File: config.mk
export PLATFORM = sky130hd
export DESIGN_NAME = gb_cpu_bus_target
export DESIGN_NICKNAME = d
export VERILOG_FILES = /design/src/rtl/gb_cpu_bus_target.sv
export SDC_FILE = /design/constraint.sdc
export NUM_CORES = 1
export LEC_CHECK = 0
export ABC_AREA = 1
export BUFFER_PORTS_ARGS = -buffer_cell sky130_fd_sc_hd__buf_4
export CAP_MARGIN = 20
export CORE_MARGIN = 5
export CORE_UTILIZATION = 50
export DETAILED_ROUTE_END_ITERATION = 8
export GPL_TIMING_DRIVEN = 0
export HOLD_SLACK_MARGIN = 0.12
export PLACE_DENSITY = 0.76
export SETUP_SLACK_MARGIN = 0.15
export SYNTH_ARGS = -nofsm -noshare
export SYNTH_HDL_FRONTEND = slang
export SYNTH_SLANG_ARGS = --single-unit
File: constraint.sdc
create_clock -name clk -period 2 [get_ports clk]
set_clock_uncertainty 0.15 [all_clocks]
set_input_delay 0.3 -clock clk [delete_from_list [all_inputs] [get_ports clk]]
set_output_delay 0.3 -clock clk [all_outputs]
set_load 0.01 [all_outputs]
File: src/rtl/gb_cpu_bus_target.sv
// Bus responder for the LR35902 strobe bus: turns each CPU memory access into one
// request/acknowledge backend transaction, stalling the CPU with WAIT_n until it completes.
module gb_cpu_bus_target #(
    parameter int         TIMEOUT_CYCLES = 255,
    parameter logic [7:0] OPEN_BUS       = 8'hFF
) (
    input  logic        clk,
    input  logic        reset,
    input  logic [15:0] cpu_a,
    input  logic [7:0]  cpu_do,
    input  logic        cpu_mreq_n,
    input  logic        cpu_iorq_n,
    input  logic        cpu_rd_n,
    input  logic        cpu_wr_n,
    output logic [7:0]  cpu_di,
    output logic        cpu_wait_n,
    output logic        mem_req,
    output logic        mem_we,
    output logic [15:0] mem_addr,
    output logic [7:0]  mem_wdata,
    input  logic        mem_ack,
    input  logic [7:0]  mem_rdata,
    output logic        timeout_err,
    input  logic        err_clr
);

    // state     | meaning
    // ST_IDLE   | no access in flight, watching the CPU strobes
    // ST_ACCESS | backend request outstanding, CPU stalled, timer running
    // ST_DONE   | access finished, data held until the CPU releases its strobes
    typedef enum logic [1:0] {
        ST_IDLE   = 2'd0,
        ST_ACCESS = 2'd1,
        ST_DONE   = 2'd2
    } state_t;

    localparam logic [15:0] TIMER_LAST = 16'(TIMEOUT_CYCLES - 1);

    state_t      r_state;
    logic [15:0] r_timer;
    logic [7:0]  r_cpu_di;
    logic        r_cpu_wait_n;
    logic        r_mem_req;
    logic        r_mem_we;
    logic [15:0] r_mem_addr;
    logic [7:0]  r_mem_wdata;
    logic        r_timeout_err;

    logic w_acc;
    logic w_strobes_idle;
    logic w_timeout;

    // Both strobes low is not a valid access, so only exactly one of them may be asserted.
    assign w_acc          = !cpu_mreq_n && cpu_iorq_n && (cpu_rd_n != cpu_wr_n);
    assign w_strobes_idle = cpu_rd_n && cpu_wr_n;
    assign w_timeout      = (r_state == ST_ACCESS) && !mem_ack && (r_timer == TIMER_LAST);

    always_ff @(posedge clk) begin
        if (reset) begin
            r_state       <= ST_IDLE;
            r_timer       <= 16'd0;
            r_cpu_di      <= 8'hFF;
            r_cpu_wait_n  <= 1'b1;
            r_mem_req     <= 1'b0;
            r_mem_we      <= 1'b0;
            r_mem_addr    <= 16'd0;
            r_mem_wdata   <= 8'd0;
            r_timeout_err <= 1'b0;
        end else begin
            if (w_timeout) begin
                r_timeout_err <= 1'b1;
            end else if (err_clr) begin
                r_timeout_err <= 1'b0;
            end

            case (r_state)
                ST_IDLE: begin
                    if (w_acc) begin
                        r_mem_addr   <= cpu_a;
                        r_mem_we     <= !cpu_wr_n;
                        r_mem_wdata  <= cpu_do;
                        r_mem_req    <= 1'b1;
                        r_cpu_wait_n <= 1'b0;
                        r_timer      <= 16'd0;
                        r_state      <= ST_ACCESS;
                    end
                end

                ST_ACCESS: begin
                    // Data and wait release share an edge so the CPU latches valid data.
                    if (mem_ack) begin
                        r_mem_req    <= 1'b0;
                        r_cpu_wait_n <= 1'b1;
                        if (!r_mem_we) begin
                            r_cpu_di <= mem_rdata;
                        end
                        r_state <= ST_DONE;
                    end else if (w_timeout) begin
                        r_mem_req    <= 1'b0;
                        r_cpu_wait_n <= 1'b1;
                        if (!r_mem_we) begin
                            r_cpu_di <= OPEN_BUS;
                        end
                        r_state <= ST_DONE;
                    end else if (r_timer != 16'hFFFF) begin
                        r_timer <= r_timer + 16'd1;
                    end
                end

                ST_DONE: begin
                    if (w_strobes_idle) begin
                        r_state <= ST_IDLE;
                    end
                end

                default: begin
                    r_state <= ST_IDLE;
                end
            endcase
        end
    end

    assign cpu_di      = r_cpu_di;
    assign cpu_wait_n  = r_cpu_wait_n;
    assign mem_req     = r_mem_req;
    assign mem_we      = r_mem_we;
    assign mem_addr    = r_mem_addr;
    assign mem_wdata   = r_mem_wdata;
    assign timeout_err = r_timeout_err;

endmodule

==> results of run 1 <==
==> state kept, by name, summed over array words and instances (netlist names) <==
signal       count
mem_req          1
r_state          2
mem_wdata        8
cpu_wait_n       1
mem_addr        16
mem_we           1
timeout_err      1
r_timer         16
cpu_di           8
==> routing by layer <==
metal	GRT usage, %	wire, µm	up-vias	share of wire, %
met4	7.03	105	0	1.3
li1	-	-	1467	-
met2	38.4	3830	89	48
met1	28.9	3340	1305	42
met3	8.03	632	11	8.0
met5	0	0	-	0
==> kinds of logic after synthesis <==
| group | Yosys count | share of synthesized area, % |
|---|---|---|
| xor+xnor | 2 | 0.663 |
| compound gates | 43 | 8.14 |
| flops | 54 | 40.9 |
| buf+inv | 47 | 8.47 |
| fa+ha+maj | 3 | 1.42 |
| simple gates | 240 | 40.4 |
==> layout make-up <==
class / instances / area (µm²) / area share (%)
multi-input cells: 288 / 1470 / 38.0
well taps: 70 / 87.6 / 2.26
plain buffers: 13 / 106 / 2.75
inverters: 32 / 126 / 3.27
clock inverters: 2 / 13.8 / 0.356
clock buffers: 6 / 72.6 / 1.88
flip-flops and latches: 54 / 1100 / 28.3
repair buffers: 108 / 897 / 23.2
==> worst max-delay path: cells and delay by family, from the launching register on <==
kind	cells	cell delay, ns
simple gates	6	0.52
buf+inv	5	0.43
flops	1	0.38
fa+ha+maj	1	0.12
compound gates	1	0.06
==> per-stage QoR <==
step | area (µm²) | utilization [%] | std cells | TNS [ns] | setup WS (ns)
after global routing | 3870 | 75.7 | 573 | 0 | 0.0659
after CTS | 3650 | 71.4 | 568 | 0 | 0.180
final | 3870 | 75.7 | 573 | 0 | 0.199
after detailed placement | 3290 | 64.5 | 534 | -3.91 | -0.233
after global placement | 3290 | 64.5 | 534 | -3.22 | -0.211
after floorplan | 2640 | - | 389 | 0 | 0.246
==> layout by cell type (no fill, tap or decap), drive strengths merged, types with 4 or more instances in the layout <==
master	n
dfxtp	54
o21ai	31
clkbuf	13
dlygate4sd3	26
inv	30
nand2	76
nor2	95
nand4	5
clkinv	4
or2	9
a21oi	12
nand3	52
buf	88
==> power breakdown <==
group | internal (µW) | switching [µW]
registers | 1130 | 42.9
clock network | 248 | 372
logic | 228 | 215
==> repair_timing <==
item | CTS | global route
gates cloned | 0 | 1
hold endpoints to repair | 26 | 0
setup endpoints to repair | 23 | 36
resized for setup | 4 | 44
hold buffers | 26 | 0
pin swaps | 0 | 16
buffers inserted | 0 | 6
==> path summary, 6_finish.rpt <==
check               startpoint    endpoint  slack, ns
setup / recovery    r_timer[0]  r_timer[6]       0.20
hold / removal    mem_rdata[3]   cpu_di[3]       0.16
setup reg to reg    r_timer[0]  r_timer[6]       0.20
hold reg to reg      cpu_di[6]   cpu_di[6]       0.32
==> impl_metrics.yaml, run 1 <==
synthesis:
  yosysSeqAreaShare_pct: 40.9
  syn_area_per_cell_um2: 6.80
  dominantRegCellSynth: "dfxtp_1"
  yosys_warnings: 0
  async_flop_share_pct: 0
  netlist_instances: 389
  yosys-top-cells-count: "92 x nor2_1, 73 x nand2_1, 54 x dfxtp_1"
  synth_area_leaders: "dfxtp_1 41%, nor2_1 13%, nand2_1 10%"
  post_synth_instance_area_mm2: 0.00264
  synth_seq_cells: 54
  yosysTopAreaCellShare_pct: 40.9
  syn_nets: 432
  synthDistinctLibCells: 25
  synth.most_common_cell: "nor2_1"
  synth-edff-count: 0
  yosysTopAreaCell: "dfxtp_1"
route:
  drc: 0
  num_vias: 2872
  ant_nets: 0
  drt_pass1_iterations: 4
  drt_iter0_markers: 154
  wl_per_cell_um: 13.8
  viasPerCell: 5.01
  routed_wl_mm: 7.90
clocking:
  insertion_delay_ns: 0.31
  cts_root_buf: "clkbuf_8"
  clk_pin_slew_worst_paths_ns: 0.10
  htreeDepth: 2
  cts_buffers: 5
  clockBufferDepth: 2
  cts_tree: "done"
  clock-sinks: 54
global_route:
  first_global_vias: 2705
  grt_pass1_wl_mm: 12.4
  grt_overflow: 0
  grt_max_degree: 17
  grt_usage_pct: 23.4
  antenna_found_initial: 0
floorplanning:
  die_w_um: 82.7
  ios: 76
  core_mm2: 0.00511
  rows: 26
  start_util_pct: 51.8
  die_h_um: 82.7
  die-area_mm2: 0.00684
pwr:
  p_total_uw: 2240
  power.leakage_uw: 0.00170
  peakVddDrop_v: 0.000426
  power.density_mw_per_mm2: 578
worst_setup_path:
  critPathSlowestCell: "dfxtp_4"
  cp-start-kind: "register"
  critPathCaptureType: "register"
  crit_required_ns: 2.02
  cp.arrival_ns: 1.82
  criticalPathCategory: "reg2reg"
  reg2reg_depth: 13
  path_max_fanout: 7
  critPathMaxStageDelay_ns: 0.38
  crit_chain: "inv_4 > ha_4 > inv_2 > nor2_1 > nand2_1 > nor2_2 > nand3_2 > nand2_2 > inv_4 > buf_8 > clkbuf_16 > nand3_2 > a21oi_1"
placed_design:
  gp_congestion: 0.866
  hpwl_mm: 5.08
  portBuffers: 75
timing:
  fin_crit_ns: 1.80
  layout_worst_path_cycle_share_pct: 90.1
  timing.fmax_mhz: 555
  tightest_slew_ns: 0.681
  hold_viol: 0
  timing.hold.ws_ns: 0.160
  setup_violations: 0
  rsz0062_at_grt: "yes"
  maxSlewHeadroom_pct: 54.6
  maxSlewViolCount: 0
worst_hold_path:
  hp-class: "in2reg"
  hold_depth: 4
layout:
  n_fill_cell: 406
  drive_gt1_share_pct: 30.2
  syn_to_final_growth_pct: 46.3
  antenna-diode-count: 0
  nets: 545
run:
  maxCapViolCount: 0
status:
  status: "completed"
Power figures use the tool's default switching activity.
==> run 2, diff against run 1 <==
- ABC_AREA: 1 -> not set
- PLACE_DENSITY: 0.76 -> 0.77
==> impl_metrics.yaml, run 2 <==
timing:
  fin_setup_tns_ns: 0
  timing.fmax_mhz: 531
  rsz0062_at_grt: "yes"
  fin_crit_ns: 1.88
  maxSlewHeadroom_pct: 62.6
  hold_viol: 0
  maxSlewViolCount: 0
  setup_violations: 0
  layout_worst_path_cycle_share_pct: 94.2
  tightest_slew_ns: 0.561
pwr:
  p_switching_uw: 510
  swShare_pct: 23.6
  peakVddDrop_v: 0.000407
  pwr-share-clk_pct: 33.3
  p_int_uw: 1650
  power.density_mw_per_mm2: 538
  p_seq_share_pct: 51.5
  power.leakage_uw: 0.00160
  combPwrFrac_pct: 15.2
synthesis:
  yosysTopAreaCellShare_pct: 43.6
  yosys_warnings: 0
  syn_area_per_cell_um2: 8.30
  async_flop_share_pct: 0
  yosys-top-cells-count: "56 x nand2_1, 54 x dfxtp_1, 44 x a21oi_1"
  yosysSeqAreaShare_pct: 43.6
  dominantRegCellSynth: "dfxtp_1"
  synth-edff-count: 0
  synth.most_common_cell: "nand2_1"
  synthDistinctLibCells: 47
  netlist_instances: 299
  synth_area_leaders: "dfxtp_1 44%, a21oi_1 8.9%, nand2_1 8.5%"
  yosysTopAreaCell: "dfxtp_1"
  syn_nets: 342
  synth_seq_cells: 54
  post_synth_instance_area_mm2: 0.00248
clocking:
  clock-sinks: 54
  clk_pin_slew_worst_paths_ns: 0.09
  htreeDepth: 2
  insertion_delay_ns: 0.30
  clockBufferDepth: 2
  cts_tree: "done"
  cts_buffers: 5
  cts_root_buf: "clkbuf_8"
layout:
  final_common_cell: "buf_4"
  drive_gt1_share_pct: 38.9
  syn_to_final_growth_pct: 61.8
  n_fill_cell: 282
  multi_input_area_mm2: 0.00151
  fin_util_pct: 83.9
  regArea_mm2: 0.00112
  nets: 479
  antenna-diode-count: 0
  final_cell_mix: "98 x buf_4, 54 x nand2_1, 38 x a21oi_1"
floorplanning:
  ios: 76
  die_w_um: 80.4
  start_util_pct: 51.8
  rows: 25
  die_h_um: 80.4
  core_mm2: 0.00479
  die-area_mm2: 0.00647
route:
  wl_per_cell_um: 17.4
  drt_iter0_markers: 180
  num_vias: 2868
  routed_wl_mm: 8.75
  viasPerCell: 5.69
  ant_nets: 0
  drc: 0
  drt_pass1_iterations: 5
global_route:
  grt_max_degree: 16
  antenna_found_initial: 0
  grt_pass1_wl_mm: 13.5
  grt_overflow: 0
  grt_usage_pct: 26.4
  first_global_vias: 2868
worst_setup_path:
  cp-start-kind: "register"
  r2r_start: "r_timer[4]"
  cp.arrival_ns: 1.91
  critPathCaptureType: "register"
  criticalPathCategory: "reg2reg"
  crit_required_ns: 2.02
  path_max_fanout: 7
  critical_path.startpoint: "r_timer[4]"
status:
  status: "completed"
placed_design:
  gp_congestion: 0.903
  hpwl_mm: 4.93
  portBuffers: 75
run:
  maxCapViolCount: 0
worst_hold_path:
  hp-class: "in2reg"
  worstHoldStart: "mem_rdata[2]"
run 2: path summary, 6_finish.rpt:
check / to / slack (ns) / depth (start not counted)
max reg2reg: r_timer[14] / 0.12 / 6
min: cpu_di[2] / 0.13 / 3
max: r_timer[14] / 0.12 / 6
min reg2reg: mem_addr[9] / 0.31 / 2
run 2: final cells by class:
class,instances,area share [%]
clock buffers,7,1.90
well taps,67,2.09
inverters,5,0.530
clock inverters,1,0.748
multi-input cells,222,37.7
plain buffers,18,2.68
repair buffers,130,26.5
flip-flops and latches,54,27.8
run 2: per-layer routing:
metal / GRT usage [%] / vias up / wire [µm]
met2: 45.8 / 147 / 4540
met1: 30.5 / 1347 / 3280
met5: 0 / - / 0
met3: 6.95 / 34 / 647
met4: 11.0 / 0 / 278
li1: - / 1340 / -
run 2: critical path: stages (launching register included):
cell,delay (ns)
dfxtp_4,0.39
nand4_1,0.21
nor4_4,0.41
a211oi_4,0.14
buf_6,0.16
a31oi_1,0.19
o31ai_1,0.10
run 2: per-stage QoR:
stage | cell area (µm²) | setup slack [ns] | power, µW | hold WS (ns) | cells
after detailed placement | 3150 | -0.201 | 1380 | 0.297 | 441
after CTS | 3850 | 0.137 | 2150 | 0.124 | 500
after global placement | 3150 | -0.163 | 1380 | 0.292 | 441
final | 4010 | 0.117 | 2160 | 0.129 | 504
after global routing | 4010 | 0.0157 | 2240 | 0.128 | 504
after floorplan | 2500 | 0.141 | 1250 | 0.246 | 299
run 2: what timing repair did:
action	in CTS	in global routing
hold endpoints to repair	31	0
hold buffers	31	0
setup endpoints to repair	30	45
pin swaps	11	11
gates cloned	2	0
setup buffers	18	4
gates resized for setup	40	45
run 2: power groups by stage:
stage               Sequential [µW]  Clock [µW]  Combinational [µW]
floorplan                      1150           0                 102
global placement               1140           0                 238
detailed placement             1140           0                 241
CTS                            1110         727                 308
global route                   1120         775                 350
finish                         1110         719                 328
run 2: logic make-up after synthesis:
logic type      count (synthesis)  share of synthesized area, %
simple gates                  143                          31.6
compound gates                 74                          18.4
flops                          54                          43.6
buf+inv                        23                          4.08
fa+ha+maj                       3                          1.51
mux                             2                         0.857
==> run 3, diff against run 2 <==
- CORE_UTILIZATION: 50 -> 46
- PLACE_DENSITY: 0.77 -> 0.75
- clock period: 2 -> 1.7 ns (I/O delays scaled with it)
==> impl_metrics.yaml, run 3 (same netlist as run 2, synthesis figures left out) <==
timing:
  rsz0062_at_grt: "yes"
  tightest_slew_ns: 0.792
  hold_viol: 0
  fin_ws_ns: -0.293
  fin_setup_tns_ns: -5.64
  layout_worst_path_cycle_share_pct: 117
  timing.fmax_mhz: 502
  maxSlewHeadroom_pct: 47.2
  fin_crit_ns: 1.99
  setup_violations: 37
  maxSlewViolCount: 0
route:
  ant_nets: 0
  drt_pass1_iterations: 6
  drt_iter0_markers: 366
  routed_wl_mm: 12.3
  viasPerCell: 6.38
  num_vias: 3285
  drc: 0
  wl_per_cell_um: 23.9
layout:
  n_fill_cell: 183
  fin_area_mm2: 0.00457
  fin_cells: 515
  final_common_cell: "buf_4"
  final_cell_mix: "92 x buf_4, 38 x dfxtp_1, 35 x nand2_4"
  drive_gt1_share_pct: 52.9
  syn_to_final_growth_pct: 84.1
  fin_util_pct: 88.3
  nets: 487
worst_setup_path:
  r2r_start: "r_timer[6]"
  reg2reg_slack_ns: -0.29
  cp-start-kind: "register"
  path_max_fanout: 5
  reg2reg_depth: 8
  critPathCaptureType: "register"
  cp.arrival_ns: 2.03
  reg2reg_to: "r_timer[14]"
  criticalPathCategory: "reg2reg"
  crit_required_ns: 1.74
worst_hold_path:
  hp-class: "in2reg"
  hold_end: "r_timer[9]"
  worstHoldStart: "reset"
  hold_depth: 3
global_route:
  antenna_found_initial: 1
  grt_usage_pct: 22.2
  grt_pass1_wl_mm: 12.8
  grt_max_degree: 16
  first_global_vias: 2709
  grt_overflow: 0
clocking:
  cts_buffers: 5
  insertion_delay_ns: 0.32
  cts_tree: "done"
  clk_pin_slew_worst_paths_ns: 0.10
  clock-sinks: 54
  clockBufferDepth: 2
  cts_root_buf: "clkbuf_8"
  htreeDepth: 2
status:
  violations: "negative setup slack"
  status: "finished, violations left"
pwr:
  peakVddDrop_v: 0.000666
  power.density_mw_per_mm2: 576
  power.leakage_uw: 0.00184
floorplanning:
  die_w_um: 83.4
  start_util_pct: 48.0
  die_h_um: 83.4
  ios: 76
  rows: 26
  core_mm2: 0.00517
  die-area_mm2: 0.00696
run:
  maxCapViolCount: 0
placed_design:
  portBuffers: 75
  placed_cell_area_mm2: 0.00325
  gp_congestion: 0.884
  hpwl_mm: 4.84
  place_ws_ns: -0.335
  place_inst: 444
[run 3: timing repair]
action / 4_1_cts / 5_1_grt
endpoints found under the hold margin: 34 / 0
cloned: 0 / 5
hold buffers: 34 / 0
gates resized for setup: 27 / 143
pin swaps: 12 / 67
buffers inserted: 17 / 7
endpoints found under the setup margin: 48 / 54
[run 3: worst max path at each step]
stage / startpoint / end / slack (ns) / depth (start not counted)
2_1_floorplan: r_timer[8] / r_timer[1] / -0.05 / 6
3_3_place_gp: cpu_wr_n / r_timer[1] / -0.31 / 6
3_5_place_dp: cpu_wr_n / r_timer[1] / -0.34 / 6
4_1_cts: r_timer[0] / r_timer[3] / -0.13 / 8
5_1_grt: r_timer[0] / cpu_di[6] / -0.39 / 8
6_report: r_timer[6] / r_timer[14] / -0.29 / 8
[run 3: area by class of cell]
| cell class | count | area [µm²] | area share, % |
|---|---|---|---|
| plain buffers | 18 | 180 | 3.94 |
| multi-input cells | 222 | 1860 | 40.6 |
| repair buffers | 138 | 1220 | 26.8 |
| clock buffers | 6 | 72.6 | 1.59 |
| diodes | 1 | 2.50 | 0.0548 |
| inverters | 5 | 21.3 | 0.466 |
| clock inverters | 1 | 7.51 | 0.164 |
| well taps | 70 | 87.6 | 1.92 |
| flip-flops and latches | 54 | 1120 | 24.5 |
[run 3: routing by layer]
layer	GRT usage, %	vias up	wire, µm
li1	-	1354	-
met3	5.64	103	1280
met4	10.4	0	1060
met5	0	-	0
met1	26.2	1523	4130
met2	37.6	305	5820
[run 3: power breakdown]
part | switching, µW | leakage [µW] | internal (µW)
combinational | 272 | 0.00136 | 299
clock | 451 | 0.0000373 | 285
sequential | 39.3 | 0.000448 | 1290
total | 761 | 0.00184 | 1870
[run 3: critical path: stages, from the launching register on]
cell and delay (ns):
dfxtp_2 0.39, nand4_1 0.19, buf_4 0.21, nor4_4 0.32, buf_4 0.18, buf_6 0.09, nor4_2 0.04, a31oi_1 0.20
o31ai_1 0.10
[run 3: per-stage QoR]
stage / power [µW] / hold WS (ns)
after floorplan: 1480 / 0.201
after global placement: 1630 / 0.293
after detailed placement: 1640 / 0.297
after CTS: 2420 / 0.144
after global routing: 2710 / 0.179
final: 2630 / 0.150
